<file path="src/rtl/dev_bridge.sv">
`default_nettype none
// +----------------------------------------------------------------------------+
// | dev_bridge: CPU load/store initiator for the peripheral bus (3 devices +    |
// | PEND), with interrupt collection. Optional sticky pending: BRIDGE_IRQ_LATCH_EN |
// | Revision: 1.0                                                              |
// +----------------------------------------------------------------------------+
module dev_bridge #(
   parameter logic [31:0] BASE = 32'h0000_7F00
) (
   input  logic        clk,
   input  logic        reset,
   input  logic        cpu_req,
   input  logic        cpu_we,
   input  logic [31:0] cpu_addr,
   input  logic [31:0] cpu_wdata,
   output logic        cpu_ack,
   output logic [31:0] cpu_rdata,
   output logic        cpu_err,
   output logic [1:0]  dev_addr,
   output logic [31:0] dev_wdata,
   output logic [2:0]  dev_we,
   input  logic [31:0] dev_rdata0,
   input  logic [31:0] dev_rdata1,
   input  logic [31:0] dev_rdata2,
   input  logic [2:0]  dev_irq,
   output logic [5:0]  hwint
);

   typedef enum logic [1:0] {
      S_IDLE   = 2'd0,
      S_ACCESS = 2'd1,
      S_RESP   = 2'd2
   } state_t;

   state_t      state, state_nxt;
   logic        req_we;
   logic        req_win;
   logic [1:0]  req_sel;
   logic [31:0] rdata_q;
   logic        err_q;

   logic        is_dev;
   logic        is_pend;
   logic        unmapped;
   logic [2:0]  pend_view;
   logic [31:0] read_mux;
   logic        unused_addr_bits;

   assign unused_addr_bits = ^cpu_addr[1:0];

   // Decode is latched with the request; only the PEND word of slot 3 is mapped.
   assign is_dev   = req_win && (req_sel != 2'd3);
   assign is_pend  = req_win && (req_sel == 2'd3) && (dev_addr == 2'd0);
   assign unmapped = !(is_dev || is_pend);

`ifdef BRIDGE_IRQ_LATCH_EN
   logic [2:0] pend;
   logic [2:0] irq_prev;
   logic [2:0] pend_clr;

   assign pend_clr = (state == S_ACCESS && req_we && is_pend) ? dev_wdata[2:0] : 3'b000;

   // Rising-edge set is OR'd in after the clear so a simultaneous edge wins.
   always_ff @(posedge clk) begin
      if (reset) begin
         pend     <= 3'b000;
         irq_prev <= 3'b000;
      end else begin
         irq_prev <= dev_irq;
         pend     <= (pend & ~pend_clr) | (dev_irq & ~irq_prev);
      end
   end

   assign pend_view = pend;
`else
   assign pend_view = dev_irq;
`endif

   assign hwint = {3'b000, pend_view};

   always_comb begin
      read_mux = 32'd0;
      if (req_win) begin
         case (req_sel)
            2'd0:    read_mux = dev_rdata0;
            2'd1:    read_mux = dev_rdata1;
            2'd2:    read_mux = dev_rdata2;
            default: read_mux = is_pend ? {29'd0, pend_view} : 32'd0;
         endcase
      end
   end

   always_ff @(posedge clk) begin
      if (reset) begin
         state     <= S_IDLE;
         req_we    <= 1'b0;
         req_win   <= 1'b0;
         req_sel   <= 2'd0;
         dev_addr  <= 2'd0;
         dev_wdata <= 32'd0;
         rdata_q   <= 32'd0;
         err_q     <= 1'b0;
      end else begin
         state <= state_nxt;
         if (state == S_IDLE && cpu_req) begin
            req_we    <= cpu_we;
            req_win   <= (cpu_addr[31:6] == BASE[31:6]);
            req_sel   <= cpu_addr[5:4];
            dev_addr  <= cpu_addr[3:2];
            dev_wdata <= cpu_wdata;
         end
         if (state == S_ACCESS) begin
            rdata_q <= read_mux;
            err_q   <= unmapped;
         end
      end
   end

   always_comb begin
      state_nxt = state;
      dev_we    = 3'b000;
      cpu_ack   = 1'b0;
      cpu_rdata = 32'd0;
      cpu_err   = 1'b0;
      case (state)
         S_IDLE: begin
            if (cpu_req) state_nxt = S_ACCESS;
         end
         S_ACCESS: begin
            state_nxt = S_RESP;
            // Strobe is suppressed during reset so an interrupted store never lands.
            if (req_we && is_dev && !reset) dev_we = 3'b001 << req_sel;
         end
         S_RESP: begin
            state_nxt = S_IDLE;
            cpu_ack   = 1'b1;
            cpu_err   = err_q;
            cpu_rdata = req_we ? 32'd0 : rdata_q;
         end
         default: state_nxt = S_IDLE;
      endcase
   end

endmodule
`default_nettype wire

</file>
<file path="config.mk">
export PLATFORM = sky130hd
export DESIGN_NAME = dev_bridge
export DESIGN_NICKNAME = d
export VERILOG_FILES = /design/src/rtl/dev_bridge.sv
export SDC_FILE = /design/constraint.sdc
export NUM_CORES = 1
export LEC_CHECK = 0
export ABC_AREA = 1
export BUFFER_PORTS_ARGS = -buffer_cell sky130_fd_sc_hd__clkbuf_2
export CAP_MARGIN = 20
export CORE_MARGIN = 2
export CORE_UTILIZATION = 43
export CTS_CLUSTER_DIAMETER = 50
export DETAILED_ROUTE_END_ITERATION = 10
export GPL_TIMING_DRIVEN = 0
export PLACE_DENSITY = 0.82
export SETUP_SLACK_MARGIN = 0.15
export SLEW_MARGIN = 20
export SYNTH_ARGS = -nofsm -noshare
export SYNTH_HDL_FRONTEND = slang
export SYNTH_SLANG_ARGS = --single-unit
</file>
<file path="constraint.sdc">
create_clock -name clk -period 1.6 [get_ports clk]
set_clock_uncertainty 0.2 [all_clocks]
set_input_delay 0.32 -clock clk [delete_from_list [all_inputs] [get_ports clk]]
set_output_delay 0.32 -clock clk [all_outputs]
set_load 0.01 [all_outputs]
</file>
# [Word-level counts from Yosys, hierarchy flattened]
# Cells that the tools add are included.
[word_totals] ff_bits=73 latch_bits=0 mem_count=0 rom_bits=0 out_inout_bits=77 ramBits=0
[op_classes] eq_ne=8 bitwise_logic=0 reduce_logical=12 div=0 muxes=11 n_shift=1 magnitude_cmp=0 addsub=0 mul=0
[op_table] op="$mux 32" count=3
[op_table] op="$pmux 32 s3" count=1
[op_table] op="$eq 26x9->1 const B" count=1
[op_table] op="$mux 3" count=3
[op_table] op="$eq 2x2->1 const B" count=3
[op_table] op="$logic_and 1x1->1" count=6
[op_table] op="$logic_not 2->1" count=3
[op_table] op="$eq 2x1->1 const B" count=2
[op_table] op="$ne 2x2->1 const B" count=2
[op_table] op="$pmux 2 s2" count=1
[op_table] op="$shl 1x2->3 const A" count=1
[op_table] op="$logic_not 1->1" count=2
[op_table] op="$mux 1" count=2
[op_table] op="$mux 2" count=1
[op_table] op="$logic_or 1x1->1" count=1

# [Longest topological paths before layout]
[logic_depth] word_depth=6 mapped_depth=9 depth_no_buf=7

# [Least setup slack after synthesis]
# No wires, ideal clock.
[synth_path] path_type="reg-to-output" start="reg state[1]" end="out cpu_rdata[0]" arrival_time_ns=1.063 required_ns=1.080 path_slack_ns=0.017 stages_incl_launch_ff=6 path_cell_list="dfxtp_1 inv_2 nor2_1 inv_1 buf_1 nor2_1"
[synth_via] elab_chain_cells=2
[synth_lines] item="start, declared" line="35" text="state_t state, state_nxt;"
[synth_lines] item="start signal, assigned" line="104" text="state <= state_nxt;"
[synth_lines] item="$eq 2x2->1" line="125" text="case (state)"
[synth_lines] item="$mux 32" line="125"
[synth_lines] item="end, declared" line="17" text="output logic [31:0] cpu_rdata,"
# No other way between the ends.

# [Worst setup path in the final report]
[layout_path] start="reg state[0]" end="out cpu_rdata[18]"
# The elaborated chain is that of the path after synthesis.

==> impl_metrics.toml <==
[synth]
synth_most_common_cell = "nand2_1"
yosys_warnings = 0
synthFlopType = "dfxtp_1"
synth_top_family_by_area = "simple AND/OR/NAND/NOR gates"
yosysTopAreaCell = "dfxtp_1"
yosysSeqAreaShare = 0.3916
synth_xor_xnor_area_share = 0
synth_compound_area_frac = 0.1059
synthArstFlopShare = 0
synth_fa_ha_area_frac = 0
synth-seq-cells = 73
synth_edf_count = 0
synth_mux_area_frac = 0
yosys-top-cells-area = "dfxtp_1 (39%), nand2_1 (21%), nor2_1 (13%)"
synth-simple-area-share = 0.4026
synthesis.area_mm2 = 0.003732
synth_area_per_cell_um2 = 6.179
synth_cell_types = 24
synth_top_area_frac = 0.3916
synth_cells = 604
yosys-top-cells-count = "nand2_1 (206), nor2_1 (129), dfxtp_1 (73), o21ai_0 (39), a21oi_1 (38)"

[placement]
hpwl_um = 9841
dpl_cell_area_mm2 = 0.005176
io_buffers = 237
gp_congestion = 0.9629

[worst_setup_path]
cp_slowest_stage_delay_ns = 0.37
r2r_slack_ns = -0.17
crit_top_cell = "nor2_2"
cp_max_fo = 10
cp_slowest_cell = "dfxtp_4"
start_kind = "flip-flop"
worstPathArrival_ns = 1.36
path_class = "reg2out"
worstSetupEndpointType = "output pin"
crit_required_ns = 1.08
cp_cell_sequence = "nor2_2, inv_2, buf_8, nor2_2, clkbuf_2"

[sta]
finalSetupViolCount = 68
period_needed_ns = 1.878
timing.final.crit_share = 1.174
fmax_mhz = 532.5
rsz0062_at_grt = "true"
relSlewSlack = 0.5766
whs_ns = -0.007498
worst_pin_slew_ns = 0.6351
setup_slack_ns = -0.2780
hold_viol = 2
maxSlewViolCount = 0

[detailed_routing]
met1Wirelength_um = 5302
highest_layer = "met4"
wirelength_um = 14290
drc = 0
dr.pass1.iters = 4
wl_met3_um = 1187
routedWlPerCell_um = 14.31
vias = 4932
drtIter0Drc = 147
wl_met2_um = 7415
ant_nets = 0
vias_per_cell = 4.937

[clocking]
cts_root_buf = "clkbuf_8"
cts_buffer_depth = 2
htreeDepth = 3
clk_pin_slew_worst_paths_ns = 0.07
cts_tree = "built"
clk_latency_ns = 0.34
cts_buffers = 9
cts.sinks = 73

[global_routing]
grt-ovfl-total = 0
grt_pass1_wl_um = 21440
grt_max_degree = 12
track_usage = 0.2746
antenna_found_initial = 0
grt_pass1_vias = 4703

[power]
p_leak_nw = 3.262
vdd.ir_drop.worst_mv = 0.6001
p_per_area_mw_per_mm2 = 766.2
power_mw = 4.996

[layout]
drive_gt1_frac = 0.5481
area_growth_pct = 74.69
diodes = 0
nNetsFinal = 1057
multiInputGateArea_mm2 = 0.002531
final_area_mm2 = 0.006520
seqCellArea_mm2 = 0.001469
fill_cells = 589

[floorplanning]
ioPinCount = 244
die_y_um = 97.17
initial_core_util = 0.4497
design.die.area_mm2 = 0.009441
fp.coreArea_mm2 = 0.008299
rows = 33
die_w_um = 97.17

[run_status]
status = "complete, but fails checks"
violations = "negative hold slack, negative setup slack"

[flow_run]
maxCapViolCount = 0

[worst_hold_path]
hold_path_class = "in2reg"
[cell families (layout without fill, tap and decap cells)]
kind of cell           Yosys count  after routing
AOI/OAI and AO/OA               79             79
and+or+nand+nor                376            376
other                            1              3
DFF                             73             73
buffers and inverters           75            363
[stage by stage]
| stage | setup TNS, ns | worst slack [ns] | cells | utilization |
|---|---|---|---|---|
| after floorplan | 0 | 0.1512 | 606 | - |
| after detailed placement | -5.116 | -0.2184 | 948 | 0.6237 |
| final | -11.96 | -0.2780 | 999 | 0.7856 |
| after CTS | -11.30 | -0.3689 | 989 | 0.7154 |
| after global placement | -4.773 | -0.2041 | 948 | 0.6237 |
| after global routing | -16.52 | -0.4246 | 999 | 0.7856 |
[critical path, delay by kind of cell, from the launching register on]
family,cells,cell delay [ns]
buffers and inverters,3,0.41
DFF,1,0.37
and+or+nand+nor,2,0.24
[metal layers]
layer,up-vias,GRT usage
met2,240,0.5150
met5,-,0
met3,34,0.07194
li1,2443,-
met4,0,0.09317
met1,2215,0.2965
[cell usage in the layout (no fill, tap or decap), types with 2 or more instances in the layout]
cell | synthesis | layout
buf_6 | 6 | 27
bufinv_16 | 0 | 2
clkbuf_8 | 0 | 13
nand2_4 | 0 | 25
conb_1 | 1 | 3
dfxtp_2 | 0 | 3
clkbuf_2 | 1 | 234
a21oi_2 | 0 | 18
nand2_1 | 206 | 139
clkbuf_16 | 0 | 2
buf_4 | 8 | 22
a21oi_1 | 38 | 20
nor3_2 | 0 | 3
nor2_2 | 0 | 33
nand3_2 | 1 | 27
inv_2 | 4 | 4
clkbuf_1 | 15 | 7
dfxtp_1 | 73 | 69
inv_1 | 26 | 24
o21ai_0 | 39 | 30
buf_8 | 0 | 10
buf_2 | 9 | 8
nor2_4 | 3 | 4
inv_4 | 0 | 2
buf_12 | 0 | 4
o21ai_1 | 2 | 11
nor2_1 | 129 | 95
nand2_2 | 1 | 42
nand3_1 | 29 | 2
[what timing repair did]
item,in CTS,in global routing
pin swaps,31,74
gates cloned,5,2
endpoints found under the setup margin,98,106
endpoints found under the hold margin,4,3
gates resized for setup,102,151
setup buffers,21,8
[flip-flops by register name, indices dropped and copies added (netlist names)]
register and cells:
dev_wdata 32, rdata_q 32, dev_addr 2, req_sel 2
state 2, err_q 1, req_we 1, req_win 1
[final timing paths]
| path | startpoint | endpoint | cells after the start |
|---|---|---|---|
| worst max-delay path | state[0] | cpu_rdata[18] | 5 |
| worst min-delay path | reset | state[1] | 2 |
| worst min register to register | rdata_q[24] | rdata_q[24] | 2 |
| worst max register to register | req_sel[0] | rdata_q[6] | 11 |
[report_power, final]
group	switching (mW)	internal (mW)
Clock	0.670	0.912
Combinational	0.750	0.694
Sequential	0.0545	1.91
Total	1.47	3.52
[cell type report]
cell class,instances,share of cell area
Buffer,44,0.06640
Multi-Input combinational cell,458,0.3882
Inverter,31,0.01938
Clock buffer,12,0.02226
Clock inverter,3,0.009979
Sequential cell,73,0.2253
Tap cell,105,0.02015
Timing Repair Buffer,273,0.2483
Power figures use the tool's default switching activity.
